===== src/rtl/sign_phase_sequencer.sv =====
// Phase sequencer for the Picnic-on-SM4 signer: walks the sub-engine chain in order.
// Optional watchdog is built only when SIGN_SEQ_WDT_EN is defined.
module sign_phase_sequencer #(
    parameter int unsigned NUM_STAGES = 10,
    parameter int unsigned LOOP_STAGE = 3,
    parameter int unsigned NREP       = 8,
    parameter int unsigned IDX_W      = 8,
    parameter int unsigned WDT_CYCLES = 4096,
    localparam int unsigned SW        = $clog2(NUM_STAGES) + 1
) (
    input  logic                  clk,
    input  logic                  reset,
    input  logic                  start,
    input  logic                  abort,
    input  logic [NUM_STAGES-1:0] stage_done,
    output logic [NUM_STAGES-1:0] stage_start,
    output logic [IDX_W-1:0]      rep_idx,
    output logic                  rep_capture,
    output logic [SW-1:0]         cur_stage,
    output logic                  busy,
    output logic                  done,
    output logic                  error
);

    localparam logic [2:0] S_IDLE = 3'd0;
    localparam logic [2:0] S_ARM  = 3'd1;
    localparam logic [2:0] S_RUN  = 3'd2;
    localparam logic [2:0] S_GAP  = 3'd3;
    localparam logic [2:0] S_FIN  = 3'd4;

    localparam logic [SW-1:0]    K_LOOP = SW'(LOOP_STAGE);
    localparam logic [SW-1:0]    K_LAST = SW'(NUM_STAGES - 1);
    localparam logic [IDX_W-1:0] R_LAST = IDX_W'(NREP - 1);

    logic [2:0]    state;
    logic [SW-1:0] k;
    logic          cur_done;
    logic          wdt_trip;
    logic          kill;

    // stage_start is high only in RUN(k), so masking with it rejects stale dones
    assign cur_done = (state == S_RUN) && |(stage_done & stage_start);

    assign rep_capture = stage_start[LOOP_STAGE] & stage_done[LOOP_STAGE];

    assign cur_stage = (state == S_ARM || state == S_RUN || state == S_GAP)
                       ? k : SW'(NUM_STAGES);

    assign kill = (abort && state != S_IDLE) || wdt_trip;

`ifdef SIGN_SEQ_WDT_EN
    localparam int unsigned CW = $clog2(WDT_CYCLES + 1);

    logic [CW-1:0] wdt_cnt;

    // Per-stage cycle counter: zero outside RUN, so every ARM/GAP restarts it
    always_ff @(posedge clk or negedge reset) begin
        if (!reset) begin
            wdt_cnt <= '0;
        end else if (state != S_RUN) begin
            wdt_cnt <= '0;
        end else begin
            wdt_cnt <= wdt_cnt + CW'(1);
        end
    end

    assign wdt_trip = (state == S_RUN) && (wdt_cnt == CW'(WDT_CYCLES - 1));
`else
    // No watchdog: RUN waits forever; the parameter only keeps the interface uniform
    assign wdt_trip = 1'b0 & (WDT_CYCLES != 0);
`endif

    // Main sequencing FSM; abort/watchdog override any stage completion
    always_ff @(posedge clk or negedge reset) begin
        if (!reset) begin
            state       <= S_IDLE;
            k           <= '0;
            stage_start <= '0;
            rep_idx     <= '0;
            busy        <= 1'b0;
            done        <= 1'b0;
            error       <= 1'b0;
        end else if (kill) begin
            state       <= S_IDLE;
            stage_start <= '0;
            rep_idx     <= '0;
            busy        <= 1'b0;
            error       <= 1'b1;
        end else begin
            unique case (state)
                S_IDLE: begin
                    if (!start) begin
                        done  <= 1'b0;
                        error <= 1'b0;
                    end else if (!done && !error) begin
                        state <= S_ARM;
                        k     <= '0;
                        busy  <= 1'b1;
                    end
                end
                S_ARM, S_GAP: begin
                    state       <= S_RUN;
                    stage_start <= NUM_STAGES'(1) << k;
                end
                S_RUN: begin
                    if (cur_done) begin
                        stage_start <= '0;
                        if (k == K_LOOP && rep_idx < R_LAST) begin
                            rep_idx <= rep_idx + IDX_W'(1);
                            state   <= S_GAP;
                        end else begin
                            if (k == K_LOOP) begin
                                rep_idx <= '0;
                            end
                            if (k == K_LAST) begin
                                state <= S_FIN;
                            end else begin
                                k     <= k + SW'(1);
                                state <= S_ARM;
                            end
                        end
                    end
                end
                S_FIN: begin
                    busy  <= 1'b0;
                    done  <= 1'b1;
                    state <= S_IDLE;
                end
                default: begin
                    state <= S_IDLE;
                end
            endcase
        end
    end

endmodule


===== config.mk =====
export PLATFORM = sky130hd
export DESIGN_NAME = sign_phase_sequencer
export DESIGN_NICKNAME = d
export VERILOG_FILES = /design/src/rtl/sign_phase_sequencer.sv
export SDC_FILE = /design/constraint.sdc
export NUM_CORES = 1
export LEC_CHECK = 0
export BUFFER_PORTS_ARGS = -buffer_cell sky130_fd_sc_hd__buf_4
export CORE_MARGIN = 1.5
export CORE_UTILIZATION = 49
export CTS_BUF_LIST = sky130_fd_sc_hd__clkbuf_8
export DETAILED_ROUTE_END_ITERATION = 12
export HOLD_SLACK_MARGIN = 0.05
export PLACE_DENSITY_LB_ADDON = 0.08
export SLEW_MARGIN = 20
export SYNTH_ARGS = -nofsm -noshare
export SYNTH_HDL_FRONTEND = slang
export SYNTH_SLANG_ARGS = --single-unit

===== constraint.sdc =====
create_clock -name clk -period 1.7 [get_ports clk]
set_input_delay 0.255 -clock clk [delete_from_list [all_inputs] [get_ports clk]]
set_output_delay 0.255 -clock clk [all_outputs]
set_load 0.01 [all_outputs]

==> results.toml, run 1 <==
[clock_tree]
tritoncts = "built"
clockRootBuffer = "clkbuf_8"
h-tree-depth = 2
numCtsBuffers = 5
clock-sinks = 29
insertion_delay_ps = 290
path_clk_slew_ps = 60
cts_buffer_depth = 2

[placement]
place.gp.congestion = 0.868
hpwlAfterDp_um = 3370
pre_cts_slack_ps = -167
portBuffers = 40

[run_status]
violations = "negative setup slack"
status = "complete, but fails checks"

[layout]
fin_util_pct = 82.6
fin_nets = 282
area_delta_synth_final_pct = 56.6
diodes = 0
drive_above_1_share_pct = 52.1

[yosys]
synthAdderAreaFrac_pct = 5.31
ys_seq_area_share_pct = 44.0
synth-simple-area-share_pct = 22.7
synth_top_family_by_area = "simple AND/OR/NAND/NOR gates"
syn_area_mm2 = 0.00165
synth_compound_area_share_pct = 17.0
synth_xor_area_share_pct = 0
synth.mux.area_fraction_pct = 7.81
synth-seq-cells = 29
ys_types = 41
syn_avg_cell_area_um2 = 10.0
syn_inst = 165
syn_nets = 186
yosysWarnings = 0

[drt]
drtAntennaViolNets = 0
drtIter0Drc = 48
dr.pass1.iters = 5
drc_errors = 0
wl_um = 4760
vias = 1700
wl_per_cell_um = 15.6
viasPerCell = 5.57

[grt]
grt_max_degree = 30
use_met2_pct = 43.8
antenna_found_initial = 0
grt_pass1_vias = 1554
use_met1_pct = 33.5
grt_pass1_wl_um = 7110
grtUsageTotal_pct = 26.6
busiest_layer = "met2"
grtUsageMet3_pct = 7.77
overflow = 0

[setup_path]
cp_top_family = "compound AO/OA/AOI/OAI gates"
critPathRequiredTime_ps = 1870
end_kind = "register"
arrival_ps = 2030
crit_chain = "a22oi_2, nand4_2, or2_4, o311ai_4, buf_12, mux2_2"
critPathMaxStageDelay_ps = 390
slowest_stage = "dfrtp_1"
cp-start-kind = "register"
critPathKind = "register to register"
cp_max_fo = 8
path_buf_inv = 1

[sta]
rsz0062_at_grt = "true"
setup_slack_ps = -164
finalHoldViolCount = 0
post-route-period-util_pct = 110
maxSlewHeadroom_pct = 69.9
setup_tns_ps = -1740
setup_viol = 18
period_minus_slack_ps = 1860
finalClockSkew_ps = 6.12
max_freq_mhz = 536
slew_viol_final = 0
worstMarginPinSlew_ps = 449

[pwr]
power_mw = 2.60
pwr_density_cell_mw_per_mm2 = 1000
power_leakage_nw = 1.27
peakVddDrop_v = 0.000980

[floorplan]
die_w_um = 61.0
start_util_pct = 52.8
io_pins = 41
rows = 20
die_area_mm2 = 0.00373
coreArea_mm2 = 0.00313
die_y_um = 61.0

[hold_path]
hp-class = "input port to register"

[job]
maxCapViolations = 0
per-layer routing:
layer,up-vias,share of wire (%)
li1,796,-
met1,827,41
met2,66,50
met3,11,6.5
met4,0,2.1
met5,-,0
placed cells by master (no fill, tap or decap), types with 2 or more instances in the layout:
master    Yosys  final
o211ai_1      2      2
inv_1         9      8
nand2_1      13     13
mux2i_1       5      5
ha_2          0      2
o21ai_0       6      4
a21boi_1      0      2
nor3_2        0      2
mux2_2        7      7
a22oi_2       1      4
nand2b_1      7      7
a21oi_2       0      6
and2_1        4      3
dfrtp_1      29     28
or2_2         2      2
nor3_1        9      7
o21a_1        5      5
o21ai_2       0      2
inv_2         0      2
clkbuf_8      0      6
and3_1        2      2
o22ai_1       2      2
a21oi_1       8      2
nand4_1       6      6
nand3_1       4      4
nor3b_1       3      2
nor2_1        8      8
ha_1          7      5
or3_1         2      2
buf_4         0     91
tightest hold or removal path, delay by kind of cell:
family                 cells  cell delay, ps
AOI/OAI and AO/OA          1              60
buffers and inverters      1              90
and+or+nand+nor            1              60
through the flow:
| stage | instance area [µm²] | std cells | hold WS (ps) |
|---|---|---|---|
| finish | 2580 | 305 | 214 |
| global placement | 2320 | 287 | 190 |
| detailed placement | 2320 | 287 | 201 |
| CTS | 2490 | 299 | 212 |
| floorplan | 1660 | 165 | -40.6 |
| global route | 2580 | 305 | 211 |
cells in the mapped netlist, drive strengths merged:
library cell | number | area [µm²]
mux2 | 7 | 78.8
nor2 | 9 | 36.3
nand2 | 13 | 48.8
ha | 7 | 87.6
and3 | 2 | 12.5
a22o | 2 | 18.8
a211o | 1 | 8.76
nor3 | 9 | 45.0
a41oi | 1 | 8.76
nor4b | 1 | 15.0
o311ai | 1 | 26.3
a22oi | 4 | 35.0
or2 | 3 | 21.3
or3 | 2 | 12.5
nand4 | 7 | 50.1
inv | 9 | 33.8
nand3 | 4 | 20.0
dfrtp | 29 | 726
o21ai | 6 | 30.0
o22ai | 2 | 12.5
clkbuf | 1 | 3.75
and2 | 4 | 25.0
o32ai | 1 | 8.76
a21oi | 8 | 40.0
a21boi | 2 | 15.0
mux2i | 5 | 50.1
o211ai | 2 | 15.0
a211oi | 1 | 7.51
nor3b | 4 | 35.0
o31ai | 1 | 7.51
buf | 3 | 15.0
o21a | 5 | 37.5
nand2b | 7 | 43.8
nor4bb | 1 | 10.0
o22a | 1 | 8.76
final timing paths:
kind                                      from        endpoint  slack, ps  cells after the start
max in group asynchronous                reset        state[1]        960                      2
min in group asynchronous                reset      rep_idx[6]        420                      2
worst max-delay path            stage_start[3]  stage_start[4]       -160                      6
worst min-delay path                     start            done        210                      3
worst max register to register  stage_start[3]  stage_start[4]       -160                      6
worst min register to register      rep_idx[7]      rep_idx[7]        520                      1
final cells by class:
| class | instances | area [µm²] |
|---|---|---|
| Multi-Input combinational cell | 123 | 970 |
| Sequential cell | 29 | 727 |
| Timing Repair Buffer | 93 | 713 |
| Fill cell | 199 | 543 |
| Clock buffer | 6 | 82.6 |
| Tap cell | 44 | 55.1 |
| Inverter | 9 | 33.8 |
| Clock inverter | 1 | 3.75 |
logic make-up (layout without fill, tap and decap cells):
| kind of cell | after synthesis | in the layout |
|---|---|---|
| buf+inv | 13 | 109 |
| fa+ha+maj | 7 | 7 |
| simple gates | 66 | 66 |
| flops | 29 | 29 |
| compound gates | 38 | 38 |
| mux | 12 | 12 |
power breakdown:
group	leakage, nW	switching, mW	internal (mW)
sequential	0.395	0.0710	0.752
clock	0.0485	0.261	0.314
combinational	0.828	0.566	0.632
total	1.27	0.898	1.70
flip-flops by register name, summed over array words and instances (netlist names):
| name | flops |
|---|---|
| k | 5 |
| done | 1 |
| stage_start | 10 |
| busy | 1 |
| error | 1 |
| rep_idx | 8 |
| state | 3 |
repair_timing:
| action | in CTS | in global routing |
|---|---|---|
| endpoints found under the hold margin | 29 | 0 |
| pin swaps | 5 | 11 |
| setup endpoints to repair | 15 | 22 |
| hold buffers | 1 | 0 |
| setup buffers | 4 | 6 |
| resized for setup | 10 | 16 |
(Power assumes the default switching activity.)
==> run 2: changes to the inputs <==
REMOVE_ABC_BUFFERS = 1   (was unset)
==> results.toml, run 2 (same netlist as run 1, synthesis figures left out) <==
[layout]
layout_commonest_cell = "buf_4"
largest_reg_flops = 10
fin_util_pct = 85.6
regMostFlops = "stage_start"
fin_nets = 284
reg_top3 = "stage_start (10), rep_idx (8), k (5)"
final_cell_mix = "buf_4, dfrtp_1, nand2_1"
area_delta_synth_final_pct = 62.3
drive_above_1_share_pct = 52.3
final_area_mm2 = 0.00268
diodes = 0

[setup_path]
critPathMaxStageDelay_ps = 390
end_kind = "register"
critPathLaunch = "stage_start[0]"
crit_chain = "a22oi_2, nand4_2, or2_4, o311ai_4, buf_6, mux2_2"
crit_end = "stage_start[4]"
critPathKind = "register to register"
slowest_stage = "dfrtp_1"
path_buf_inv = 1
r2r_slack_ps = -110
reg2reg_from = "stage_start[0]"
cp-start-kind = "register"
r2r-end = "stage_start[4]"
cp_top_family = "simple AND/OR/NAND/NOR gates"
cp_max_fo = 8
critPathRequiredTime_ps = 1870
arrival_ps = 1990
worstRegToRegCells = 6
cp.depth = 6

[sta]
setup_viol = 23
post-route-period-util_pct = 107
finalClockSkew_ps = 6.45
whs_ps = 202
period_minus_slack_ps = 1810
max_freq_mhz = 551
finalHoldViolCount = 0
rsz0062_at_grt = "true"
maxSlewHeadroom_pct = 74.7
setup_slack_ps = -115
worstMarginPinSlew_ps = 378
slew_viol_final = 0
setup_tns_ps = -1380

[hold_path]
hp-class = "input port to register"

[clock_tree]
numCtsBuffers = 5
clock-sinks = 29
cts_buffer_depth = 2
h-tree-depth = 2
tritoncts = "built"
path_clk_slew_ps = 60
clockRootBuffer = "clkbuf_8"
insertion_delay_ps = 280

[placement]
hpwlAfterDp_um = 3300
placed_cell_area_mm2 = 0.00230
place.gp.congestion = 0.826
portBuffers = 40

[grt]
grtUsageTotal_pct = 29.4
antenna_found_initial = 0
grt_pass1_vias = 1708
grt_max_degree = 30
grt_pass1_wl_um = 7890
overflow = 0

[run_status]
status = "complete, but fails checks"
violations = "negative setup slack"

[drt]
vias = 1763
drtAntennaViolNets = 0
drc_errors = 0
drtIter0Drc = 61
wl_per_cell_um = 17.5
wl_um = 5390
dr.pass1.iters = 4
viasPerCell = 5.72

[floorplan]
die_w_um = 61.0
start_util_pct = 52.8
coreArea_mm2 = 0.00313
die_area_mm2 = 0.00373
io_pins = 41
rows = 20
die_y_um = 61.0

[pwr]
power_leakage_nw = 1.31
pwr_density_cell_mw_per_mm2 = 1100
peakVddDrop_v = 0.000862

[job]
maxCapViolations = 0
[run 2: cell types whose count changed in the layout (fill, tap and decap cells not counted), moves of 2 or more]
| cell | delta |
|---|---|
| buf_6 | +8 |
| buf_4 | -6 |
| mux2_2 | -5 |
| mux2_4 | +5 |
| a21oi_1 | +2 |
| a21oi_2 | -2 |
| inv_1 | +2 |
| inv_2 | -2 |
[run 2: area by class of cell]
cell class,instances,area [µm²]
Clock buffer,6,82.6
Clock inverter,2,33.8
Fill cell,165,449
Inverter,9,33.8
Multi-Input combinational cell,123,993
Sequential cell,29,727
Tap cell,44,55.1
Timing Repair Buffer,95,753
[run 2: worst reg2reg max path, stage by stage, from the launching register on]
cell and delay, ps:
dfrtp_1 390, a22oi_2 170, nand4_2 140, or2_4 270
o311ai_4 220, buf_6 180, mux2_2 340
[run 2: worst min-delay path by stage]
stage | cells past startpoint | start | endpoint | slack (ps)
floorplan | 0 | reset | busy | -40
detailed placement | 1 | reset | rep_idx[5] | 200
finish | 3 | start | done | 200
global placement | 1 | reset | rep_idx[6] | 190
global route | 3 | start | done | 220
CTS | 3 | start | done | 210
[run 2: through the flow]
stage	instances	total power, mW	setup WS [ps]
final	308	2.94	-115
after detailed placement	287	1.87	-168
after global routing	308	3.06	-162
after floorplan	161	1.33	-222
after global placement	287	1.83	-132
after CTS	304	2.74	-118
[run 2: repair_timing]
| item | CTS | global route |
|---|---|---|
| buffers inserted | 8 | 5 |
| cloned | 0 | 0 |
| pin swaps | 10 | 10 |
| gates resized for setup | 21 | 23 |
| hold endpoints to repair | 29 | 0 |
| endpoints found under the setup margin | 15 | 26 |
| hold buffers | 1 | 0 |
[run 2: metal layers]
metal  track usage [%]  share of wire [%]
met1              34.4                 39
met2              51.4                 51
met5                 0                  0
met4              10.9                3.7
met3              8.19                6.6
[run 2: power by group]
part           switching (mW)  leakage, nW  internal (mW)
Combinational           0.650        0.855          0.745
Sequential             0.0635        0.395          0.752
Clock                   0.258       0.0626          0.471
Total                   0.971         1.31           1.97
